[src/rtl/memory_access_stage_pkg.sv]
// Shared definitions for the MEM pipeline stage: control-bit positions
// (also used by the execute stage), FSM state encoding, timer width and
// small decode helpers for the memory-access control field.
package memory_access_stage_pkg;

  // Bit positions inside writeBackControlIn
  localparam int WB_REG_WRITE  = 1;
  localparam int WB_MEM_TO_REG = 0;

  // Bit positions inside memAccessControlIn
  localparam int MEM_READ  = 1;
  localparam int MEM_WRITE = 0;

  // Width of the ACCESS-cycle timeout counter
  localparam int TIMER_W = 8;

  typedef enum logic [1:0] {
    IDLE   = 2'b00,
    ACCESS = 2'b01,
    DONE   = 2'b10
  } memState_t;

  // Exactly one of memRead/memWrite requests a bus transaction
  function automatic logic isBusAccess(input logic [1:0] mac);
    return mac[MEM_READ] ^ mac[MEM_WRITE];
  endfunction

  // Read and write together is not a legal instruction encoding
  function automatic logic isIllegalAccess(input logic [1:0] mac);
    return mac[MEM_READ] & mac[MEM_WRITE];
  endfunction

endpackage

[src/rtl/memory_access_stage_timer.sv]
// Counts ACCESS cycles spent waiting for memAck and flags the cycle in which
// the wait has reached its limit, so the stage can abort the access.
module access_timer
  import memory_access_stage_pkg::*;
#(
  parameter int TIMEOUT_CYCLES = 15
) (
  input  logic clk,
  input  logic reset,
  input  logic i_clear,
  input  logic i_enable,
  output logic o_terminal
);

  logic [TIMER_W-1:0] r_count;

  // Restart at each launch, advance once per unacknowledged ACCESS cycle
  always_ff @(negedge clk or posedge reset) begin
    if (reset) begin
      r_count <= '0;
    end else if (i_clear) begin
      r_count <= '0;
    end else if (i_enable) begin
      r_count <= r_count + 1'b1;
    end
  end

  assign o_terminal = (r_count == TIMER_W'(TIMEOUT_CYCLES - 1));

endmodule

[src/rtl/memory_access_stage.sv]
// MEM pipeline stage: passes ALU results straight into MEM/WB, or runs a
// single load/store over the req/ack bus while holding the upstream stages.
// Every register updates on the falling clock edge like the other pipeline
// registers.
module memory_access_stage
  import memory_access_stage_pkg::*;
#(
  parameter int TIMEOUT_CYCLES = 15
) (
  input  logic        clk,
  input  logic        reset,
  input  logic [1:0]  writeBackControlIn,
  input  logic [1:0]  memAccessControlIn,
  input  logic [31:0] aluResult,
  input  logic [31:0] writeData,
  input  logic [4:0]  rdIn,
  output logic [31:0] memAddr,
  output logic [31:0] memWdata,
  output logic        memReq,
  output logic        memWe,
  input  logic [31:0] memRdata,
  input  logic        memAck,
  output logic        stall,
  output logic        memWbRegWrite,
  output logic [4:0]  memWbRd,
  output logic [31:0] memWbData,
  output logic        busError
);

  memState_t   r_state;
  logic [1:0]  r_wb;
  logic [4:0]  r_rd;
  logic [31:0] r_memAddr;
  logic [31:0] r_memWdata;
  logic        r_memReq;
  logic        r_memWe;
  logic        r_memWbRegWrite;
  logic [4:0]  r_memWbRd;
  logic [31:0] r_memWbData;
  logic        r_busError;

  logic w_launch;
  logic w_illegal;
  logic w_timeout;
  logic w_timerEnable;

  assign w_launch      = (r_state == IDLE) && isBusAccess(memAccessControlIn);
  assign w_illegal     = (r_state == IDLE) && isIllegalAccess(memAccessControlIn);
  assign w_timerEnable = (r_state == ACCESS) && !memAck && !w_timeout;

  access_timer #(
    .TIMEOUT_CYCLES(TIMEOUT_CYCLES)
  ) u_timer (
    .clk       (clk),
    .reset     (reset),
    .i_clear   (w_launch),
    .i_enable  (w_timerEnable),
    .o_terminal(w_timeout)
  );

  // Hold upstream from the launch cycle through the last ACCESS cycle; the
  // reset term lets an abandoned access release the pipeline immediately.
  assign stall = !reset && (w_launch || (r_state == ACCESS));

  // Stage FSM: pass-through, launch, wait for ack or timeout, one DONE cycle
  always_ff @(negedge clk or posedge reset) begin
    if (reset) begin
      r_state         <= IDLE;
      r_wb            <= '0;
      r_rd            <= '0;
      r_memAddr       <= '0;
      r_memWdata      <= '0;
      r_memReq        <= 1'b0;
      r_memWe         <= 1'b0;
      r_memWbRegWrite <= 1'b0;
      r_memWbRd       <= '0;
      r_memWbData     <= '0;
      r_busError      <= 1'b0;
    end else begin
      case (r_state)
        IDLE: begin
          if (w_illegal) begin
            r_memWbRegWrite <= 1'b0;
            r_busError      <= 1'b1;
          end else if (w_launch) begin
            r_memAddr       <= aluResult;
            r_memWdata      <= writeData;
            r_memWe         <= memAccessControlIn[MEM_WRITE];
            r_wb            <= writeBackControlIn;
            r_rd            <= rdIn;
            r_memReq        <= 1'b1;
            r_memWbRegWrite <= 1'b0;
            r_state         <= ACCESS;
          end else begin
            r_memWbRegWrite <= writeBackControlIn[WB_REG_WRITE];
            r_memWbRd       <= rdIn;
            r_memWbData     <= aluResult;
          end
        end
        ACCESS: begin
          if (memAck) begin
            r_memReq        <= 1'b0;
            r_memWbRegWrite <= r_wb[WB_REG_WRITE];
            r_memWbRd       <= r_rd;
            r_memWbData     <= (r_wb[WB_MEM_TO_REG] && !r_memWe) ? memRdata : r_memAddr;
            r_state         <= DONE;
          end else if (w_timeout) begin
            r_memReq        <= 1'b0;
            r_busError      <= 1'b1;
            r_memWbRegWrite <= 1'b0;
            r_memWbData     <= '0;
            r_state         <= DONE;
          end else begin
            r_memWbRegWrite <= 1'b0;
          end
        end
        DONE: begin
          r_memWbRegWrite <= 1'b0;
          r_state         <= IDLE;
        end
        default: begin
          r_state <= IDLE;
        end
      endcase
    end
  end

  assign memAddr       = r_memAddr;
  assign memWdata      = r_memWdata;
  assign memReq        = r_memReq;
  assign memWe         = r_memWe;
  assign memWbRegWrite = r_memWbRegWrite;
  assign memWbRd       = r_memWbRd;
  assign memWbData     = r_memWbData;
  assign busError      = r_busError;

endmodule
[config.mk]
export PLATFORM = sky130hd
export DESIGN_NAME = memory_access_stage
export DESIGN_NICKNAME = d
export VERILOG_FILES = /design/src/rtl/memory_access_stage_pkg.sv /design/src/rtl/memory_access_stage_timer.sv /design/src/rtl/memory_access_stage.sv
export SDC_FILE = /design/constraint.sdc
export NUM_CORES = 1
export LEC_CHECK = 0
export CELL_PAD_IN_SITES_DETAIL_PLACEMENT = 0
export CELL_PAD_IN_SITES_GLOBAL_PLACEMENT = 1
export CORE_UTILIZATION = 35
export DETAILED_ROUTE_END_ITERATION = 16
export PLACE_DENSITY_LB_ADDON = 0.3
export REMOVE_ABC_BUFFERS = 1
export SETUP_SLACK_MARGIN = 0.02
export SKIP_LAST_GASP = 1
export SYNTH_ARGS = -nofsm -noshare
export SYNTH_HDL_FRONTEND = slang
export SYNTH_HIERARCHICAL = 1
export SYNTH_SLANG_ARGS = --single-unit
[constraint.sdc]
create_clock -name clk -period 3.6 [get_ports clk]
set_input_delay 0.36 -clock clk [delete_from_list [all_inputs] [get_ports clk]]
set_output_delay 0.36 -clock clk [all_outputs]
set_load 0.05 [all_outputs]
==> impl_summary.txt, run 1 <==
----------------------------------------------------
[Placed design]
  Gp weighted congestion ... 0.829
  Hpwl dp ... 10.6 mm
  Count of input and output buffers ... 213
  Placement Setup Slack ... -0.446 ns

[Synthesis]
  Instance count of the mapped netlist ... 437
  Fraction of synthesis flops using an asynchronous set or reset pin ... 100%
  Most common flop cell mapped by yosys ... sky130_fd_sc_hd__dfrtn_1
  Synthesized area ... 5690 µm²
  Number of synthesized flops with an enable pin ... 0
  Seq/Total Area, Yosys ... 53.6%
  Fraction of synthesized cell area taken by the top area cell type ... 53.6%
  Syn. warnings ... 6
  Main area contributors after synthesis ... sky130_fd_sc_hd__dfrtn_1 54%, sky130_fd_sc_hd__mux2_2 19%, sky130_fd_sc_hd__a21oi_2 4.3%
  Number of unique standard cell types used by synthesis ... 39
  Cell taking the most area after synthesis ... sky130_fd_sc_hd__dfrtn_1
  Syn avg cell area ... 13.0 µm²
  Number of flip-flops and latches in the synthesized netlist ... 122

[Clock tree]
  Clk Latency, worst-skew pair ... 0.39 ns
  CTS Root Cell ... sky130_fd_sc_hd__clkbuf_16
  Number of levels the H-tree was split into ... 4
  Maximum count of clock buffers along a single path ... 2
  Clk sinks ... 122
  CTS Buf Count ... 17
  Reg clk slew, reported paths ... 0.04 ns
  Clock tree from TritonCTS ... yes

[Timing]
  Setup-violating endpoint count in the final report ... 1
  Final setup slack of the worst path ... -0.179 ns
  Fin Hold WS ... 0.432 ns
  Count of pins over their slew limit ... 0
  Unrepaired setup endpoints after global routing ... true
  Final Hold Fails ... 0
  Skew final ... 0.00695 ns
  Worst slew slack as a fraction of its limit ... 27.9%
  Measured slew at the worst slew-check pin ... 1.08 ns

[Floorplanning]
  Placeable Area ... 15900 µm²
  Ports placed on the boundary ... 214
  Area enclosed by the die boundary ... 16800 µm²
  Cell Rows ... 46
  Die outline height ... 130 µm
  Initial Utilization ... 35.8%
  Die Span X ... 130 µm

[Finish]
  Nets@finish ... 797
  Layout-stage area growth over the synthesis result ... 54.6%
  Number of antenna diodes ... 0
  Share of cells above drive strength 1 ... 45.5%

[Pwr]
  Power share of the combinational group ... 59.1%
  Sequential share of power ... 24.8%
  Internal power consumption ... 0.00547 W
  Maximum vdd ir drop ... 0.000563 V
  Part of the total power dissipated in the clock network ... 16.1%
  Power density cells ... 1160 nW/µm²
  Total power after layout ... 0.0102 W
  Static Leakage ... 3.84 nW
  Total net switching power ... 0.00470 W
  Switching fraction of total power ... 46.2%

[Route]
  Residual DRC count ... 0
  Number of routed nets with antenna violations ... 0
  Detailed router's first-iteration violation count ... 172
  Detailed-route wire length per cell ... 17.2 µm
  Total via count after detailed routing ... 4380
  Post-DR vias/cell ... 4.82
  Routed wire length ... 15.6 mm
  Pre-Repair DR Iteration Count ... 4

[Global routing]
  All-layer global routing usage ... 19.0%
  Antenna violations before repair ... 0
  Overflow after GRT ... 0
  Wire length of the first global-routing pass ... 24.0 mm
  Vias in the first global route ... 4586
  Maximum number of pins on one net before global-route repair ... 51

[Job]
  Maxcap violations ... 0

[Outcome]
  Violated checks ... setup timing
  Outcome ... finished with violations

[Setup path]
  Data required time of the worst path ... 3.24 ns
  CP Launch Type ... flop
  Crit path DAT ... 3.42 ns
  Worst-path fanout max ... 4
  Reg2reg setup slack ... 1.34 ns
  Capturing element type of the critical path ... primary output
  Launching point of the worst reg2reg path ... r_state[0]
  Capture point of the worst reg-to-reg path ... memWbData[12]
  Depth of the worst register-to-register path ... 8
  Critical setup path kind ... flop to primary output

[Worst hold path]
  Hold endpoint ... memWbRegWrite
  Worst min-delay path category ... flop to flop
  Hold Path Cell Cnt ... 2
  Source of the worst hold timing path ... memWbRegWrite

----------------------------------------------------
==> cell families (layout without fill, tap and decap cells) <==
logic type      Yosys count  after routing  share of synthesized area, %
compound gates           88             88                          12.1
flops                   122            122                          53.6
mux                     111            111                          21.9
xor+xnor                  4              4                         0.616
simple gates             70             70                          5.74
buf+inv                  34            290                          4.27
fa+ha+maj                 8              8                          1.76
==> synth_stat cells, types with 2 or more instances <==
library cell / instances
sky130_fd_sc_hd__a21oi_1: 8
sky130_fd_sc_hd__a21oi_2: 28
sky130_fd_sc_hd__a22oi_1: 32
sky130_fd_sc_hd__and2_1: 2
sky130_fd_sc_hd__buf_2: 5
sky130_fd_sc_hd__buf_6: 14
sky130_fd_sc_hd__clkbuf_1: 8
sky130_fd_sc_hd__dfrtn_1: 122
sky130_fd_sc_hd__ha_1: 8
sky130_fd_sc_hd__inv_1: 5
sky130_fd_sc_hd__mux2_1: 8
sky130_fd_sc_hd__mux2_2: 98
sky130_fd_sc_hd__mux2i_1: 5
sky130_fd_sc_hd__nand2_1: 10
sky130_fd_sc_hd__nand2b_1: 6
sky130_fd_sc_hd__nand3_1: 2
sky130_fd_sc_hd__nand4_1: 2
sky130_fd_sc_hd__nor2_1: 39
sky130_fd_sc_hd__o21ai_0: 11
sky130_fd_sc_hd__or3_1: 3
sky130_fd_sc_hd__xor2_1: 3
==> repair_timing <==
item,4_1_cts,5_1_grt
pin swaps,4,2
setup endpoints to repair,43,14
buffers inserted,5,3
cloned,5,0
gates resized for setup,13,3
hold buffers,0,0
==> critical path: stages, from the launching register on <==
cell                      delay, ns
sky130_fd_sc_hd__dfrtn_1       0.41
sky130_fd_sc_hd__inv_2         0.06
sky130_fd_sc_hd__buf_4         0.14
sky130_fd_sc_hd__ha_1          0.23
sky130_fd_sc_hd__o21a_4        0.24
sky130_fd_sc_hd__buf_12        0.14
==> cell usage in the layout, fill, tap and decap left out, types with 3 or more instances in the layout <==
| cell type | count |
|---|---|
| sky130_fd_sc_hd__a21oi_2 | 28 |
| sky130_fd_sc_hd__buf_4 | 128 |
| sky130_fd_sc_hd__a21oi_1 | 8 |
| sky130_fd_sc_hd__mux2_1 | 8 |
| sky130_fd_sc_hd__a22oi_1 | 32 |
| sky130_fd_sc_hd__clkbuf_16 | 17 |
| sky130_fd_sc_hd__mux2i_1 | 5 |
| sky130_fd_sc_hd__o21ai_0 | 11 |
| sky130_fd_sc_hd__bufbuf_16 | 3 |
| sky130_fd_sc_hd__buf_12 | 11 |
| sky130_fd_sc_hd__clkdlybuf4s50_1 | 105 |
| sky130_fd_sc_hd__xor2_1 | 3 |
| sky130_fd_sc_hd__nand2_1 | 10 |
| sky130_fd_sc_hd__dfrtn_1 | 122 |
| sky130_fd_sc_hd__ha_1 | 6 |
| sky130_fd_sc_hd__clkbuf_1 | 3 |
| sky130_fd_sc_hd__mux2_2 | 98 |
| sky130_fd_sc_hd__clkinv_2 | 6 |
| sky130_fd_sc_hd__or3_1 | 3 |
| sky130_fd_sc_hd__nand2b_1 | 4 |
| sky130_fd_sc_hd__nor2_1 | 39 |
==> cell type report <==
| class | instances | area, µm² |
|---|---|---|
| repair buffers | 253 | 2430 |
| multi-input cells | 281 | 2460 |
| inverters | 6 | 25.0 |
| clock inverters | 9 | 97.6 |
| well taps | 216 | 270 |
| flip-flops and latches | 122 | 3050 |
| clock buffers | 22 | 464 |
| fillers | 1368 | 7090 |
==> power groups by stage <==
stage	sequential, W	clock, W	combinational, W
floorplan	0.00456	0	0.00186
global placement	0.00250	0	0.00569
detailed placement	0.00253	0	0.00576
CTS	0.00252	0.00169	0.00603
global route	0.00262	0.00175	0.00634
finish	0.00252	0.00164	0.00600
==> per-layer routing <==
layer | GRT usage [%] | wire length (µm) | part of all wire (%)
met2 | 31.1 | 7400 | 47
met3 | 7.35 | 1340 | 8.6
met5 | 0 | 0 | 0
met4 | 6.98 | 199 | 1.3
met1 | 22.6 | 6660 | 43
==> flip-flops by register name, indices dropped and copies added, names as in the netlist <==
| signal | cells |
|---|---|
| u_timer/r_count | 8 |
| memAddr | 32 |
| r_wb | 2 |
| memWdata | 32 |
| r_state | 2 |
| memWbRd | 5 |
| memWbData | 32 |
| busError | 1 |
| memWe | 1 |
| r_rd | 5 |
| memWbRegWrite | 1 |
| memReq | 1 |
==> worst max path at each step <==
stage	from	end	slack [ns]
finish	r_state[1]	stall	-0.18
CTS	r_state[0]	stall	-0.25
global placement	memAccessControlIn[0]	memWbRd[3]	-0.43
floorplan	reset	busError	-1.45
detailed placement	memAccessControlIn[0]	memWbData[29]	-0.45
global route	r_state[1]	stall	-0.26
==> per-stage QoR <==
step	instance area, µm²	util, %	std cells	TNS (ns)
after floorplan	5470	-	409	-302.13
after global placement	7960	50.1	866	-42.31
after detailed placement	7960	50.1	866	-45.18
after CTS	8760	55.2	906	-0.255
after global routing	8800	55.4	909	-0.255
final	8800	55.4	909	-0.179
No activity file was read; power rests on OpenSTA's default activity.
==> inputs of run 2 (changes only) <==
--- a/config.mk
+++ b/config.mk
@@ -7,7 +7,7 @@
 export LEC_CHECK = 0
 export CELL_PAD_IN_SITES_DETAIL_PLACEMENT = 0
 export CELL_PAD_IN_SITES_GLOBAL_PLACEMENT = 1
-export CORE_UTILIZATION = 35
+export CORE_UTILIZATION = 31
 export DETAILED_ROUTE_END_ITERATION = 16
 export PLACE_DENSITY_LB_ADDON = 0.3
 export REMOVE_ABC_BUFFERS = 1
==> constraint.sdc (replaced) <==
create_clock -name clk -period 3.11 [get_ports clk]
set_input_delay 0.311 -clock clk [delete_from_list [all_inputs] [get_ports clk]]
set_output_delay 0.311 -clock clk [all_outputs]
set_load 0.05 [all_outputs]
==> run 2 against run 1 <==
  * The flow still finishes with violations (setup timing)
  * Worst hold slack better by 0.021 ns
  * Final cell count increased by 0.88%
  * Highest routed layer unchanged
  * Global-route usage is 2.1 points lower
==> impl_summary.txt, run 2 (synthesis results as in run 1) <==
----------------------------------------------------
[Clock tree]
  CTS Buf Count ... 17 (unchanged)
  Number of levels the H-tree was split into ... 4 (unchanged)
  Maximum count of clock buffers along a single path ... 2 (unchanged)
  Clk Latency, worst-skew pair ... 0.39 ns (about the same)
  Quantity of hold-fixing buffers added after cts ... 0 (unchanged)
  Clk sinks ... 122 (unchanged)
  CTS Root Cell ... sky130_fd_sc_hd__clkbuf_16
  Reg clk slew, reported paths ... 0.04 ns (about the same)
  Clock tree from TritonCTS ... yes

[Finish]
  Post-Route Utilization ... 55.6% (+0.19 points)
  # fillers ... 1508 (+10%)
  Commonest non-fill, non-tap cell in the layout ... sky130_fd_sc_hd__dfrtn_1
  Footprint of the multi-input gates ... 2450 µm² (-0.31%)
  Area used by sequential logic in the layout ... 3050 µm² (unchanged)
  Nets@finish ... 791 (-0.75%)
  Layout-stage area growth over the synthesis result ... 75.4%
  Most frequent cells in the layout ... 122 x sky130_fd_sc_hd__dfrtn_1, 112 x sky130_fd_sc_hd__buf_12, 105 x sky130_fd_sc_hd__clkdlybuf4s50_1
  Number of antenna diodes ... 0 (unchanged)
  Share of cells above drive strength 1 ... 45.5% (about the same)

[Placed design]
  Count of input and output buffers ... 213 (unchanged)
  Gp weighted congestion ... 0.785 (-5.3%)
  Hpwl dp ... 11.1 mm (+4.9%)
  Placement Setup Slack ... -0.712 ns (-0.266 ns)

[Floorplanning]
  Area enclosed by the die boundary ... 18900 µm² (+13%)
  Placeable Area ... 18000 µm² (+13%)
  Die Span X ... 137 µm (+6.2%)
  Initial Utilization ... 31.7% (-4.1 points)
  Cell Rows ... 49 (+6.5%)
  Ports placed on the boundary ... 214 (unchanged)
  Die outline height ... 137 µm (+6.2%)

[Timing]
  Fin Hold WS ... 0.453 ns (+0.0214 ns)
  Setup-violating endpoint count in the final report ... 3 (+2)
  Unrepaired setup endpoints after global routing ... true
  Final Hold Fails ... 0 (unchanged)
  Count of pins over their slew limit ... 0 (unchanged)
  Measured slew at the worst slew-check pin ... 0.518 ns (-0.561 ns)
  Skew final ... 0.00606 ns (-0.000892 ns)
  Final setup slack of the worst path ... -0.373 ns (-0.194 ns)
  Worst slew slack as a fraction of its limit ... 65.5% (+38 points)

[Pwr]
  Sequential share of power ... 23.8% (-1.0 points)
  Switching fraction of total power ... 42.9% (-3.4 points)
  Part of the total power dissipated in the clock network ... 13.8% (-2.3 points)
  Power share of the combinational group ... 62.4% (+3.3 points)
  Total net switching power ... 0.00591 W (+26%)
  Maximum vdd ir drop ... 0.000676 V (+20%)
  Internal power consumption ... 0.00789 W (+44%)
  Static Leakage ... 4.24 nW (+10%)
  Power density cells ... 1380 nW/µm² (+20%)

[Setup path]
  Critical setup path kind ... flop to primary output
  Crit. Startpoint ... r_state[1]
  Capturing element type of the critical path ... primary output
  Launching point of the worst reg2reg path ... r_state[0]
  Worst-path fanout max ... 2 (-2)
  Crit path DAT ... 3.17 ns (-0.25 ns)
  CP Launch Type ... flop
  Data required time of the worst path ... 2.80 ns (-0.44 ns)

[Route]
  Detailed-route wire length per cell ... 17.1 µm (-0.39%)
  Routed wire length ... 15.7 mm (+0.49%)
  Post-DR vias/cell ... 4.77 (-1.0%)
  Detailed router's first-iteration violation count ... 126 (-27%)
  Number of routed nets with antenna violations ... 0 (unchanged)
  Residual DRC count ... 0 (unchanged)
  Pre-Repair DR Iteration Count ... 4 (unchanged)
  Total via count after detailed routing ... 4374 (-0.14%)

[Outcome]
  Outcome ... finished with violations
  Violated checks ... setup timing

[Global routing]
  Antenna violations before repair ... 0 (unchanged)
  All-layer global routing usage ... 16.9% (-2.1 points)
  Wire length of the first global-routing pass ... 24.1 mm (+0.55%)
  Maximum number of pins on one net before global-route repair ... 80 (+57%)
  Overflow after GRT ... 0 (unchanged)
  Vias in the first global route ... 4735 (+3.2%)

[Job]
  Maxcap violations ... 0 (unchanged)

[Worst hold path]
  Source of the worst hold timing path ... r_rd[2]
  Worst min-delay path category ... flop to flop

----------------------------------------------------
[run 2: cell types whose count changed in the layout (fill, tap and decap cells not counted), sizes merged]
cell,previous run,this run
dlygate4sd2,2,1
bufinv,2,1
bufbuf,3,1
buf,143,137
clkbuf,22,21
inv,5,11
[run 2: worst paths after layout]
path	endpoint	slack (ns)	cells after the start
min reg2reg	r_rd[2]	0.45	1
min in group asynchronous	u_timer/r_count[7]	1.72	2
max	stall	-0.37	6
min	r_rd[2]	0.45	1
max reg2reg	memWbData[26]	0.86	7
max in group asynchronous	memAddr[2]	0.84	3
[run 2: area by class of cell]
cell class / instances / area share [%]
Inverter: 6 / 0.251
Timing Repair Buffer: 247 / 36.0
Sequential cell: 122 / 30.6
Clock buffer: 18 / 4.40
Tap cell: 229 / 2.87
Multi-Input combinational cell: 281 / 24.6
Clock inverter: 14 / 1.35
[run 2: power by group through the flow]
stage / Sequential, W / Clock (W) / Combinational [W]
3_5_place_dp: 0.00332 / 0 / 0.00833
4_1_cts: 0.00330 / 0.00196 / 0.00853
5_1_grt: 0.00341 / 0.00202 / 0.00903
6_report: 0.00329 / 0.00190 / 0.00861
3_3_place_gp: 0.00327 / 0 / 0.00823
2_1_floorplan: 0.00528 / 0 / 0.00215
[run 2: worst max-delay path, stage by stage (launching register included)]
cell and delay (ns):
sky130_fd_sc_hd__dfrtn_1 0.42, sky130_fd_sc_hd__inv_2 0.06, sky130_fd_sc_hd__ha_4 0.15, sky130_fd_sc_hd__and2_4 0.15
sky130_fd_sc_hd__buf_8 0.11, sky130_fd_sc_hd__o21a_1 0.19, sky130_fd_sc_hd__buf_12 0.15
[run 2: per-stage QoR]
stage	setup TNS (ns)	cells	total power, W	area (µm²)
after floorplan	-345.62	409	0.00743	5470
after global placement	-68.59	876	0.0115	9220
after detailed placement	-71.67	876	0.0116	9220
after CTS	-0.453	912	0.0138	9910
after global routing	-0.633	917	0.0145	9980
final	-0.395	917	0.0138	9980
[run 2: repair_timing]
| item | 4_1_cts | 5_1_grt |
|---|---|---|
| buffers inserted | 3 | 3 |
| pin swaps | 3 | 5 |
| resized for setup | 15 | 4 |
| cloned | 1 | 2 |
| setup endpoints to repair | 115 | 28 |
[run 2: metal layers]
layer | up-vias | share of wire (%) | wire length [µm] | track usage, %
met3 | 21 | 9.6 | 1500 | 6.77
met4 | 0 | 1.8 | 281 | 5.98
met5 | - | 0 | 0 | 0
met2 | 169 | 48 | 7550 | 27.6
li1 | 2048 | - | - | -
met1 | 2136 | 40 | 6350 | 19.9
